## src/rtl/sirv_qspi_flash_seq_pkg.sv

```systemverilog
// sirv_qspi_flash_seq_pkg: shared state encoding, protocol codes and shift-count helper
package sirv_qspi_flash_seq_pkg;
  typedef enum logic [2:0] {S_IDLE, S_CMD, S_ADDR, S_DUMMY, S_DATA, S_WAIT, S_RESP} state_t;
  localparam logic [1:0] PROTO_SINGLE = 2'd0;
  localparam logic [1:0] PROTO_DUAL = 2'd1;
  localparam logic [1:0] PROTO_QUAD = 2'd2;
  function automatic logic [7:0] proto_cnt(input logic [1:0] proto);
    return proto == PROTO_QUAD ? 8'd2 : proto == PROTO_DUAL ? 8'd4 : 8'd8;
  endfunction
endpackage

```

## src/rtl/sirv_qspi_flash_seq.sv

```systemverilog
// sirv_qspi_flash_seq: flash read sequencer issuing cmd/addr/dummy/data byte ops to the QSPI phy
module sirv_qspi_flash_seq
  import sirv_qspi_flash_seq_pkg::*;
#(
  parameter int ADDR_W = 24,
  parameter int DATA_BYTES = 4
) (
  input  logic                    clock,
  input  logic                    reset,
  input  logic                    en,
  input  logic [7:0]              cfg_cmd,
  input  logic [1:0]              cfg_cmd_proto,
  input  logic [1:0]              cfg_addr_proto,
  input  logic [1:0]              cfg_data_proto,
  input  logic [4:0]              cfg_dummy,
  input  logic                    cfg_endian,
  input  logic                    req_valid,
  output logic                    req_ready,
  input  logic [ADDR_W-1:0]       req_addr,
  output logic                    resp_valid,
  input  logic                    resp_ready,
  output logic [8*DATA_BYTES-1:0] resp_data,
  output logic                    cs_active,
  output logic                    phy_op_valid,
  input  logic                    phy_op_ready,
  output logic                    phy_op_fn,
  output logic                    phy_op_stb,
  output logic [7:0]              phy_op_cnt,
  output logic [7:0]              phy_op_data,
  output logic [1:0]              phy_fmt_proto,
  output logic                    phy_fmt_endian,
  output logic                    phy_fmt_iodir,
  input  logic                    phy_rx_valid,
  input  logic [7:0]              phy_rx_bits
);
  localparam int AB = ADDR_W / 8;
  state_t state, state_n, ret, ret_n;
  logic [2:0] bidx, bidx_n, didx, didx_n;
  logic data_op, data_op_n, cs_n, accept, fire, addr_last;
  logic [7:0] cmd_q;
  logic [1:0] cp_q, ap_q, dp_q;
  logic [4:0] dum_q;
  logic [ADDR_W-1:0] addr_q;
  logic [8*DATA_BYTES-1:0] resp_n;
  assign req_ready = state == S_IDLE && en;
  assign accept = req_valid && req_ready;
  assign phy_op_valid = state inside {S_CMD, S_ADDR, S_DUMMY, S_DATA};
  assign fire = phy_op_valid && phy_op_ready;
  assign resp_valid = state == S_RESP;
  assign addr_last = bidx == 3'(AB - 1);
  assign phy_op_fn = 1'b0;
  assign phy_op_stb = 1'b1;
  // Op payload is a pure function of registered state, so it stays constant while valid waits for ready
  always_comb begin
    phy_op_cnt = '0;
    phy_op_data = '0;
    phy_fmt_proto = '0;
    phy_fmt_iodir = 1'b0;
    case (state)
      S_CMD: begin
        phy_op_cnt = proto_cnt(cp_q);
        phy_op_data = cmd_q;
        phy_fmt_proto = cp_q;
        phy_fmt_iodir = 1'b1;
      end
      S_ADDR: begin
        phy_op_cnt = proto_cnt(ap_q);
        phy_op_data = 8'(addr_q >> (8 * (AB - 1 - int'(bidx))));
        phy_fmt_proto = ap_q;
        phy_fmt_iodir = 1'b1;
      end
      S_DUMMY: begin
        phy_op_cnt = {3'b000, dum_q};
        phy_fmt_proto = ap_q;
      end
      S_DATA: begin
        phy_op_cnt = proto_cnt(dp_q);
        phy_fmt_proto = dp_q;
      end
      default: ;
    endcase
  end
  // Next-state logic: every op fire parks in WAIT, which resumes at the recorded return state
  always_comb begin
    state_n = state;
    ret_n = ret;
    bidx_n = bidx;
    didx_n = didx;
    cs_n = cs_active;
    resp_n = resp_data;
    data_op_n = fire ? state == S_DATA : data_op;
    case (state)
      S_IDLE: if (accept) begin
        state_n = S_CMD;
        bidx_n = '0;
        didx_n = '0;
      end
      S_CMD: if (fire) begin
        state_n = S_WAIT;
        ret_n = S_ADDR;
        cs_n = 1'b1;
      end
      S_ADDR: if (fire) begin
        state_n = S_WAIT;
        bidx_n = addr_last ? 3'd0 : bidx + 3'd1;
        ret_n = !addr_last ? S_ADDR : dum_q != 5'd0 ? S_DUMMY : S_DATA;
      end
      S_DUMMY: if (fire) begin
        state_n = S_WAIT;
        ret_n = S_DATA;
      end
      S_DATA: if (fire) begin
        state_n = S_WAIT;
        ret_n = S_DATA;
      end
      S_WAIT: if (phy_rx_valid) begin
        state_n = ret;
        if (data_op) begin
          resp_n[8*int'(didx) +: 8] = phy_rx_bits;
          didx_n = didx + 3'd1;
          if (didx == 3'(DATA_BYTES - 1)) begin
            state_n = S_RESP;
            cs_n = 1'b0;
          end
        end
      end
      S_RESP: if (resp_ready) state_n = S_IDLE;
      default: state_n = S_IDLE;
    endcase
  end
  // State, counters, response word and the config snapshot taken at request accept
  always_ff @(posedge clock) begin
    if (reset) begin
      state <= S_IDLE;
      ret <= S_IDLE;
      bidx <= '0;
      didx <= '0;
      data_op <= 1'b0;
      cs_active <= 1'b0;
      resp_data <= '0;
      cmd_q <= '0;
      cp_q <= '0;
      ap_q <= '0;
      dp_q <= '0;
      dum_q <= '0;
      phy_fmt_endian <= 1'b0;
      addr_q <= '0;
    end else begin
      state <= state_n;
      ret <= ret_n;
      bidx <= bidx_n;
      didx <= didx_n;
      data_op <= data_op_n;
      cs_active <= cs_n;
      resp_data <= resp_n;
      if (accept) begin
        cmd_q <= cfg_cmd;
        cp_q <= cfg_cmd_proto;
        ap_q <= cfg_addr_proto;
        dp_q <= cfg_data_proto;
        dum_q <= cfg_dummy;
        phy_fmt_endian <= cfg_endian;
        addr_q <= req_addr;
      end
    end
  end
endmodule

```

## config.mk

```make
export PLATFORM = sky130hd
export DESIGN_NAME = sirv_qspi_flash_seq
export DESIGN_NICKNAME = d
export VERILOG_FILES = /design/src/rtl/sirv_qspi_flash_seq_pkg.sv /design/src/rtl/sirv_qspi_flash_seq.sv
export SDC_FILE = /design/constraint.sdc
export NUM_CORES = 1
export LEC_CHECK = 0
export ABC_AREA = 1
export BUFFER_PORTS_ARGS = -buffer_cell sky130_fd_sc_hd__buf_2
export CORE_UTILIZATION = 23
export CTS_BUF_LIST = sky130_fd_sc_hd__clkbuf_4
export DETAILED_ROUTE_END_ITERATION = 6
export PLACE_DENSITY = 0.4
export SYNTH_ARGS = -nofsm -noshare
export SYNTH_HDL_FRONTEND = slang
export SYNTH_SLANG_ARGS = --single-unit
```

## constraint.sdc

```tcl
create_clock -name clock -period 2.3 [get_ports clock]
set_input_delay 0.46 -clock clock [delete_from_list [all_inputs] [get_ports clock]]
set_output_delay 0.46 -clock clock [all_outputs]
set_load 0.05 [all_outputs]
```

# ---- After elaboration in Yosys (flattened, before gate mapping)
# Index checks and enable logic that the tools add are counted.
dict set report totals {
  out_inout_bits 58
  regBits 90
  wordCells 100
}
dict set report classes {
  eq_ne 23
  mux 36
  n_addsub 4
  shift 3
  n_reduce_logical 20
}
# cell n
set ops {}
lappend ops {{$mux W3} 16}
lappend ops {{$neg A6 Y33} 1}
lappend ops {{$shift A8 B33 Y32 const A} 1}
lappend ops {{$shiftx A8 B33 Y32} 1}
lappend ops {{$bwmux W32} 1}
lappend ops {{$shr A24 B32 Y8} 1}
lappend ops {{$mux W4} 6}
lappend ops {{$pmux W5 S4} 1}
lappend ops {{$pmux W8 S2} 1}
lappend ops {{$eq A3 B2 Y1 const B} 4}
lappend ops {{$ne A2 B2 Y1 const B} 6}
lappend ops {{$pmux W3 S2} 2}
lappend ops {{$pmux W3 S4} 1}
lappend ops {{$reduce_and A4 Y1} 3}
lappend ops {{$eq A3 B3 Y1 const B} 3}
lappend ops {{$pmux W3 S3} 1}
lappend ops {{$add A3 B1 Y3 const B} 2}
lappend ops {{$eq A2 B1 Y1 const B} 3}
lappend ops {{$eq A2 B2 Y1 const B} 3}
lappend ops {{$ne A2 B1 Y1 const B} 3}
lappend ops {{$pmux W2 S3} 1}
lappend ops {{$reduce_and A3 Y1} 2}
lappend ops {{$reduce_bool A2 Y1} 3}
lappend ops {{$reduce_or A2 Y1} 3}
lappend ops {{11 further kinds} 17}

# ---- Logic depth before layout (Yosys ltp)
# Gate-level depths: netlist of run 1.
dict set report depth {
  ltp_word 5
  ltp_mapped 10
}

# ---- Worst setup path before layout of run 1
# No wires, ideal clock.
dict set report synth_path {
  path_kind {register -> output}
  start {register bidx[0]}
  end {output phy_op_data[0]}
  t_arrival_ps 2404
  path_slack_ps -564
  n_path_buf 2
  path_stages_with_launch 9
  path_cell_list {dfxtp_1 > clkinv_1 > buf_2 > ha_1 > clkbuf_1 > nand2_1 > o21ai_0 > inv_1 > o22ai_1}
}
dict set report synth_between {
  elab_chain_len 3
}
# element line_no
set synth_rtl {}
lappend synth_rtl {{start, declared} sirv_qspi_flash_seq.sv:38} ;# logic [2:0] bidx, bidx_n, didx, didx_n;
lappend synth_rtl {{start signal, assigned} sirv_qspi_flash_seq.sv:151} ;# bidx <= bidx_n;
lappend synth_rtl {{$sub A2 B3 Y4} sirv_qspi_flash_seq.sv:68} ;# phy_op_data = 8'(addr_q >> (8 * (AB - 1 - int'(bidx))));
lappend synth_rtl {{$shr A24 B32 Y8} sirv_qspi_flash_seq.sv:68}
lappend synth_rtl {{$pmux W8 S2} sirv_qspi_flash_seq.sv:59} ;# case (state)
lappend synth_rtl {{end, declared} sirv_qspi_flash_seq.sv:29} ;# output logic [7:0] phy_op_data,
# Every way passes these cells.

# ---- Final worst setup path of run 1
dict set report layout_path {
  start {register bidx[1]}
  end {output phy_op_data[5]}
}
# Same word-level chain as after synthesis.

==> metrics, run 1 <==
critical-path cell list ha_4 -> a21oi_1 -> o21ai_0 -> o21ai_1 -> inv_1 -> o22ai_4 -> buf_6; slowest stage delay, CP 450 ps; die height 137.9 µm; Tmin final 2327 ps; layout cells sized above 1 0.2976; Worst-Skew Late Latency 470 ps; initial antenna violation count 0; Post-DP HPWL 9837 µm; CP Class flop to output pin; CTS root buffer clkbuf_4; Detailed Route WL 12820 µm; post-synth top area cell dfxtp_1; Post-Synth XOR/XNOR Area 0; grt met1 use 0.1685; register bit total from synthesis 90; Min Hold Slack 260.7 ps; Reg clk slew, reported paths 130 ps; DRT Pass-1 Iters 4; post-synthesis sequential area ratio 0.4242; global-route wire length before repair 20110 µm; vias in the first global route 3910; Inserted Clock Buffers 9; leakage 2.323 nW; final hold violation count 0; Synth Area in Compound Gates 0.2259; Unique masters post-synth 40; Ports 117; WP data required 1840 ps; CTS sink cnt 90; most frequent cells in the layout 98 x buf_2, 87 x dfxtp_1, 69 x a21oi_1; DR iter-0 viols 179; Placeable Area 18020 µm²; HP Class input pin to flop; largest family of logic cells by synthesized area compound AO/OA/AOI/OAI gates; top-area cell type share of the netlist area 0.4242; setup violators final 8; DIE WIDTH 137.9 µm; Starting Density 0.2357; Setup crit end kind output pin; Core Util, Final 0.3024; Max clock buf depth 2; row cnt 49; final worst-path cycle share 1.012; GR peak layer met2; via count 3991; RSZ-0062 raised after global routing yes; Top delay family on crit path flip-flops; DRC Markers 0; met2 Resource Use GR 0.2364; final slew viol count 0; die area 19020 µm²; total gr overflow 0; gr usage total 0.1393; pre-CTS setup slack 66.74 ps; YS warnings 0; CTS Hold Bufs 0; largest net degree at the start of global routing 44; RD Place Congestion 0.7902; startpoint type of the worst setup path flop; H-Tree Depth 3; clock skew 30.12 ps; Avg WL per Cell 14.38 µm; DR vias/cell 4.479; Layout area overhead 28.31%; status complete, but fails checks; mux cell area share after synthesis 0; GRT met3 Usage 0.04678; nets 731; buffers and inverters on the worst path 2; pwr/cell area 918.6 nW/µm²; peak supply drop 0.5946 mV; synth top area cells dfxtp_1 42%, a21oi_1 8.2%, o21ai_0 8.1%; synthesized area 4248 µm²; Critical Path AT 1870 ps; Antenna Nets Post-Route 0; Setup WS post-layout -26.51 ps; upper clock frequency limit 429.8 MHz; Post-Synthesis Cells 548; commonest non-fill, non-tap cell in the layout buf_2; failing checks negative setup slack; CP max-delay cell dfxtp_1; antenna cells 0; Synth Area in Adders 0.04418; Critical Path Fanout Max 9; CTS tree yes; PortBufs 111; synthesized area per cell 7.752 µm²; max-cap violations 0; Post-Synth Simple-Gate Area 0.2038
[cell usage after synthesis, drive strengths merged]
library cell / instances
o211a: 8
nand3: 30
inv: 65
nor2: 53
o22ai: 8
o221ai: 2
o2111ai: 3
ha: 15
o21ai: 71
nand4: 4
and3: 1
dfxtp: 90
buf: 15
clkbuf: 16
clkinv: 4
nand2: 58
nand3b: 1
a21oi: 70
a31oi: 8
nor3b: 1
conb: 2
nor3: 20
o21bai: 1
or2: 1
o211ai: 1
[worst reg2reg max path: cells and delay by family, from the launching register on]
kind,cells,cell delay (ps)
buffers and inverters,1,90
adders and majority gates,2,600
and+or+nand+nor,4,840
DFF,1,440
[logic make-up after synthesis]
group | after synthesis
AOI/OAI and AO/OA | 172
adders and majority gates | 15
other | 2
and+or+nand+nor | 169
DFF | 90
buffers and inverters | 100
[power by group]
group | switching, mW | leakage (nW) | total (mW) | internal [mW]
logic | 1.43 | 1.50 | 2.08 | 0.649
clock network | 0.567 | 0.0873 | 1.02 | 0.456
registers | 0.121 | 0.733 | 1.90 | 1.78
[registers in the layout, summed over array words and instances (netlist names), 3 cells and up]
signal     cells
didx           3
state          3
cmd_q          8
addr_q        24
bidx           3
ret            3
dum_q          5
resp_data     32
[final cells by class]
type	count	area, µm²
tap	229	286.5
fill	1957	12570
inverter	69	271.5
sequential	90	1808
timing repair buffer	126	743.2
clock buffer	10	75.07
clock inverter	6	87.58
multi-input combinational	361	2178
[layer usage]
| layer | vias up | routed length [µm] |
|---|---|---|
| met2 | 116 | 6110 |
| li1 | 2057 | - |
| met5 | - | 0 |
| met3 | 9 | 880 |
| met4 | 0 | 120 |
| met1 | 1809 | 5704 |
[worst paths after layout]
| kind | cells after the start | end | start | slack (ps) |
|---|---|---|---|---|
| hold reg to reg | 2 | addr_q[14] | addr_q[14] | 470 |
| hold / removal | 3 | phy_fmt_endian | cfg_endian | 260 |
| setup / recovery | 7 | phy_op_data[5] | bidx[1] | -30 |
| setup reg to reg | 7 | resp_data[1] | didx[1] | 240 |
[through the flow]
step / power, mW / std cells / cell area [µm²] / setup TNS [ps]
2_1_floorplan: 3.374 / 551 / 4379 / 0
3_3_place_gp: 3.873 / 874 / 5179 / 0
3_5_place_dp: 3.895 / 874 / 5179 / 0
4_1_cts: 5.054 / 891 / 5436 / -494.9
5_1_grt: 5.371 / 891 / 5450 / -1398
6_report: 5.006 / 891 / 5450 / -99.98
[timing repair]
action,in CTS,in global routing
gates resized for setup,39,9
setup endpoints to repair,13,14
setup buffers,1,0
pin swaps,2,0
Power figures use the tool's default switching activity.
==> inputs of run 2 (changes only) <==
Clock period 2.3 ns to 2.7 ns, I/O delays scaled along.
==> run 2 against run 1 <==
Effect of this change:
- the run now ends clean
- largest power group is now sequential cells
- register-to-register slack better by 380 ps
- first-iteration DRC count is 15% lower
- clock-buffer cell count unchanged
- combinational power shrank 25%
- global-route usage is essentially flat
- critical path depth did not move
==> metrics, run 2 (same netlist as run 1, synthesis figures left out) <==
Critical Path Fanout Max 9 (unchanged); upper clock frequency limit 397.9 MHz; Reg clk slew, reported paths 140 ps (was 130 ps); Inserted Clock Buffers 9 (unchanged); leakage 2.262 nW (was 2.323 nW); final slew viol count 0 (unchanged); WP data required 2160 ps (was 1840 ps); die area 19020 µm² (unchanged); buffers and inverters on the worst path 3 (was 2); largest net degree at the start of global routing 60 (was 44); max-cap violations 0 (unchanged); CP Class flop to output pin (unchanged); largest registers resp_data: 32 flops, addr_q: 24 flops, cmd_q: 8 flops (unchanged); slowest stage delay, CP 400 ps (was 450 ps); H-Tree Depth 3 (unchanged); Detailed Route WL 12880 µm (was 12820 µm); via count 3982 (was 3991); Setup crit end kind output pin (unchanged); RD Place Congestion 0.7752 (was 0.7902); Antenna Nets Post-Route 0 (unchanged); Min Hold Slack 342.9 ps (was 260.7 ps); Worst-Skew Late Latency 460 ps (was 470 ps); Starting Density 0.2357 (unchanged); DRT Pass-1 Iters 4 (unchanged); die height 137.9 µm (unchanged); status finished clean (was complete, but fails checks); vias in the first global route 3921 (was 3910); Tmin final 2513 ps; max reg flops 32 (unchanged); CTS sink cnt 90 (unchanged); initial antenna violation count 1 (was 0); total gr overflow 0 (unchanged); CP max-delay cell dfxtp_4 (was dfxtp_1); startpoint type of the worst setup path flop (unchanged); row cnt 49 (unchanged); DR vias/cell 4.499 (was 4.479); Top delay family on crit path flip-flops (unchanged); nets 725 (was 731); Max clock buf depth 2 (unchanged); Ports 117 (unchanged); Top reg by flops resp_data (unchanged); Slew headroom 0.6218; most frequent cells in the layout 103 x buf_2, 89 x dfxtp_1, 70 x a21oi_1 (was 98 x buf_2, 87 x dfxtp_1, 69 x a21oi_1); PortBufs 111 (unchanged); DRC Markers 0 (unchanged); DR iter-0 viols 153 (was 179); Layout area overhead 23.53% (was 28.31%); antenna cells 0 (unchanged); DIE WIDTH 137.9 µm (unchanged); setup violators final 0 (was 8); peak supply drop 0.4278 mV (was 0.5946 mV); CTS tree yes (unchanged); global-route wire length before repair 20070 µm (was 20110 µm); final hold violation count 0 (unchanged); Avg WL per Cell 14.55 µm (was 14.38 µm); CTS root buffer clkbuf_4 (unchanged); gr usage total 0.1397 (was 0.1393); clock skew 8.081 ps (was 30.12 ps); critical-path cell list clkinv_1 -> ha_4 -> nand2_2 -> o21ai_0 -> inv_1 -> o22ai_2 -> buf_4 (was ha_4 -> a21oi_1 -> o21ai_0 -> o21ai_1 -> inv_1 -> o22ai_4 -> buf_6); HP Class input pin to flop (unchanged); layout cells sized above 1 0.2774 (was 0.2976); Placeable Area 18020 µm² (unchanged); Slew @ Worst Pin 567.3 ps; commonest non-fill, non-tap cell in the layout buf_2 (unchanged); pwr/cell area 755.4 nW/µm² (was 918.6 nW/µm²); Critical Path AT 1970 ps (was 1870 ps); final worst-path cycle share 0.9308; Post-DP HPWL 9632 µm (was 9837 µm); Core Util, Final 0.2911 (was 0.3024); CTS Hold Bufs 0 (unchanged)
-- run 2: cell types whose count changed in the layout (fill, tap and decap cells not counted), sizes merged --
| cell | previous run | this run |
|---|---|---|
| buf | 126 | 120 |
| bufinv | 2 | 1 |
| clkinv | 5 | 6 |
| clkinvlp | 1 | 2 |
| inv | 67 | 66 |
-- run 2: final timing paths --
| check | slack [ps] | startpoint | depth (start not counted) | to |
|---|---|---|---|---|
| max | 190 | bidx[0] | 7 | phy_op_data[2] |
| min | 340 | cfg_endian | 3 | phy_fmt_endian |
| max reg2reg | 620 | didx[1] | 7 | resp_data[5] |
| min reg2reg | 470 | addr_q[22] | 2 | addr_q[22] |
-- run 2: power breakdown --
group          internal, mW  total [mW]  switching, mW  leakage [nW]
clock network         0.295       0.777          0.482        0.0707
registers              1.51        1.62          0.106         0.733
logic                 0.453        1.57           1.12          1.46
total                  2.26        3.96           1.70          2.26
-- run 2: timing repair --
action                                 CTS  global route
pin swaps                                1             0
setup buffers                            1             0
gates cloned                             0             0
resized for setup                       11            11
setup endpoints to repair                8             8
endpoints found under the hold margin    0             0
-- run 2: area by class of cell --
cell class | instances | area, µm²
sequential | 90 | 1805
multi-input combinational | 361 | 2097
fill | 2002 | 12780
inverter | 69 | 266.5
clock buffer | 10 | 75.07
timing repair buffer | 120 | 650.6
clock inverter | 6 | 66.31
tap | 229 | 286.5
-- run 2: per-stage QoR --
step                cells  cell area (µm²)  setup WS, ps  total power [mW]  TNS, ps
floorplan             551             4309         85.20             2.784        0
global placement      868             5052         360.3             3.161        0
detailed placement    868             5052         277.2             3.179        0
CTS                   885             5225        0.6970             4.009        0
global route          885             5248       -0.5660             4.279  -0.5660
finish                885             5248         186.9             3.964        0
-- run 2: worst reg2reg max path: cells and delay by family, from the launching register on --
kind,cells,cell delay (ps)
flops,1,460
simple gates,4,860
buf+inv,1,100
fa+ha+maj,2,590
-- run 2: layer usage --
layer	part of all wire	vias to the layer above	track usage
met3	0.062	9	0.04751
met5	0.0010	-	0
met2	0.49	106	0.2436
met1	0.44	1829	0.1627
li1	-	2036	-
met4	0.0071	2	0.03442
==> inputs of run 3 (changes only) <==
Settings changed: PLACE_DENSITY 0.4 to 0.49.
==> run 3 against run 2 <==
Effect of this change:
- non-clock buffer count stayed put
- setup slack better by 26 ps
- worst hold slack worse by 12 ps
- register-to-register slack better by 30 ps
- clock power is 11% higher
- sequential share of layout area is 0.15 points lower
- combinational power hardly changed
- cell area is 0.50% higher
- critical path depth stayed put
- global-route usage is 0.37 points lower
- critical endpoint unchanged
- largest cell class unchanged
- highest routed layer is now met4
==> metrics, run 3 (same netlist as run 1, synthesis figures left out) <==
global-route wire length before repair 19600 µm (was 20070 µm); Top reg by flops resp_data (unchanged); final slew viol count 0 (unchanged); RD Place Congestion 0.7770 (was 0.7752); row cnt 49 (unchanged); clock skew 15.35 ps (was 8.081 ps); H-Tree Depth 3 (unchanged); most frequent cells in the layout 103 x buf_2, 88 x dfxtp_1, 70 x a21oi_1 (was 103 x buf_2, 89 x dfxtp_1, 70 x a21oi_1); pwr/cell area 767.6 nW/µm² (was 755.4 nW/µm²); Clk pwr share 0.213 (was 0.196); Flop pwr share 0.401 (was 0.408); Final Cell Area 5274 µm² (was 5248 µm²); Worst-Skew Late Latency 460 ps (about the same); Slew headroom 0.6229 (was 0.6218); commonest non-fill, non-tap cell in the layout buf_2 (unchanged); HP Class input pin to flop (unchanged); max-cap violations 0 (unchanged); largest net degree at the start of global routing 60 (unchanged); sw frac 0.4156 (was 0.4297); WP data required 2160 ps (about the same); Critical Path AT 1950 ps (was 1970 ps); layout cells sized above 1 0.2820 (was 0.2774); Critical Path Fanout Max 9 (unchanged); Worst R2R Start didx[1] (unchanged); PortBufs 111 (unchanged); DIE WIDTH 137.9 µm (unchanged); Placed Area 5052 µm² (unchanged); Max clock buf depth 2 (unchanged); peak supply drop 0.4639 mV (was 0.4278 mV); nets 725 (unchanged); CP Class flop to output pin (unchanged); DR vias/cell 4.425 (was 4.499); initial antenna violation count 0 (was 1); max reg flops 32 (unchanged); hold wc startpoint req_addr[11] (was cfg_endian); gr usage total 0.1360 (was 0.1397); final worst-path cycle share 0.9212 (was 0.9308); final hold violation count 0 (unchanged); internal power 2.366 mW (was 2.261 mW); Inserted Clock Buffers 9 (unchanged); vias in the first global route 3805 (was 3921); Antenna Nets Post-Route 0 (unchanged); Slew @ Worst Pin 565.7 ps (was 567.3 ps); CTS root buffer clkbuf_4 (unchanged); die height 137.9 µm (unchanged); Layout area overhead 24.15% (was 23.53%); Post-DP HPWL 9216 µm (was 9632 µm); Worst R2R Setup Slack 650 ps (was 620 ps); startpoint type of the worst setup path flop (unchanged); via count 3916 (was 3982); setup TNS 0 ps (unchanged); RSZ-0062 raised after global routing no; placed cell count 868 (unchanged); Hold Path End addr_q[11] (was phy_fmt_endian); CTS sink cnt 90 (unchanged); DRT Pass-1 Iters 4 (unchanged); Setup crit end kind output pin (unchanged); total power 4.048 mW (was 3.964 mW); met2 Resource Use GR 0.2242 (was 0.2436); CTS Hold Bufs 0 (unchanged); CTS tree yes (unchanged); R2R Path End resp_data[2] (was resp_data[5]); GR peak layer met2 (unchanged); Detailed Route WL 12320 µm (was 12880 µm); grt met1 use 0.1656 (was 0.1627); Placeable Area 18020 µm² (unchanged); filler-free cell count of the finished design 885 (unchanged); Psw 1.683 mW (was 1.703 mW); total gr overflow 0 (unchanged); leakage 2.285 nW (was 2.262 nW); status finished clean (unchanged); Comb pwr share 0.386 (was 0.396); largest registers resp_data: 32 flops, addr_q: 24 flops, cmd_q: 8 flops (unchanged); setup violators final 0 (unchanged); Avg WL per Cell 13.92 µm (was 14.55 µm); GRT met3 Usage 0.05227 (was 0.04751); Hold Path Depth 3 (unchanged); die area 19020 µm² (unchanged); DRC Markers 0 (unchanged); Reg clk slew, reported paths 140 ps (about the same); Tmin final 2487 ps (was 2513 ps); Ports 117 (unchanged); antenna cells 0 (unchanged); DR iter-0 viols 149 (was 153); # fillers 1990 (was 2002); Starting Density 0.2357 (unchanged); upper clock frequency limit 402.1 MHz (was 397.9 MHz); FF-to-FF path depth 7 (unchanged)
run 3: cell types whose count changed in the layout (fill, tap and decap cells not counted), sizes merged:
cell and delta:
inv -1, bufinv +1, clkinv +1, clkbuf +1, clkinvlp -2
run 3: layer usage:
layer / share of wire / vias to the layer above
li1: - / 2044
met1: 0.46 / 1760
met2: 0.46 / 104
met3: 0.073 / 8
met4: 0.0093 / 0
met5: 0 / -
run 3: what timing repair did:
item	4_1_cts	5_1_grt
resized for setup	12	15
setup buffers	1	0
pin swaps	1	0
gates cloned	0	0
endpoints found under the setup margin	8	9
run 3: worst max-delay path, cell delays in order (launching register included):
cell,delay [ps]
dfxtp_4,400
clkinv_2,90
ha_4,330
nand2_2,120
o21ai_1,160
inv_1,70
o22ai_2,90
buf_4,210
run 3: through the flow:
stage | worst slack, ps | hold slack [ps] | util
after CTS | 44.00 | 276.8 | 0.2916
after floorplan | 85.20 | 424.5 | -
after global routing | 3.513 | 272.7 | 0.2926
final | 212.8 | 330.9 | 0.2926
after global placement | 311.3 | 446.8 | 0.2803
after detailed placement | 247.7 | 441.9 | 0.2803
run 3: how the worst max path moves through the flow:
| stage | slack, ps | endpoint | cells past startpoint | startpoint |
|---|---|---|---|---|
| after floorplan | 90 | phy_op_data[0] | 8 | bidx[0] |
| after global placement | 310 | phy_op_data[0] | 7 | bidx[0] |
| after detailed placement | 250 | phy_op_data[2] | 7 | bidx[0] |
| after CTS | 40 | phy_op_data[2] | 7 | bidx[0] |
| after global routing | 4 | phy_op_data[7] | 7 | bidx[0] |
| final | 210 | phy_op_data[2] | 7 | bidx[0] |
run 3: final cells by class:
cell class	instances	area [µm²]	area share
timing repair buffer	120	654.4	0.1241
clock inverter	5	78.83	0.01495
sequential	90	1807	0.3426
tap	229	286.5	0.05433
clock buffer	11	82.58	0.01566
multi-input combinational	361	2097	0.3976
inverter	69	267.8	0.05077
run 3: power groups by stage:
| stage | combinational, mW | sequential [mW] | clock, mW |
|---|---|---|---|
| 6_report | 1.56 | 1.62 | 0.863 |
| 5_1_grt | 1.76 | 1.65 | 0.957 |
| 4_1_cts | 1.56 | 1.62 | 0.912 |
| 3_5_place_dp | 1.52 | 1.65 | 0 |
| 3_3_place_gp | 1.52 | 1.65 | 0 |
| 2_1_floorplan | 1.14 | 1.64 | 0 |
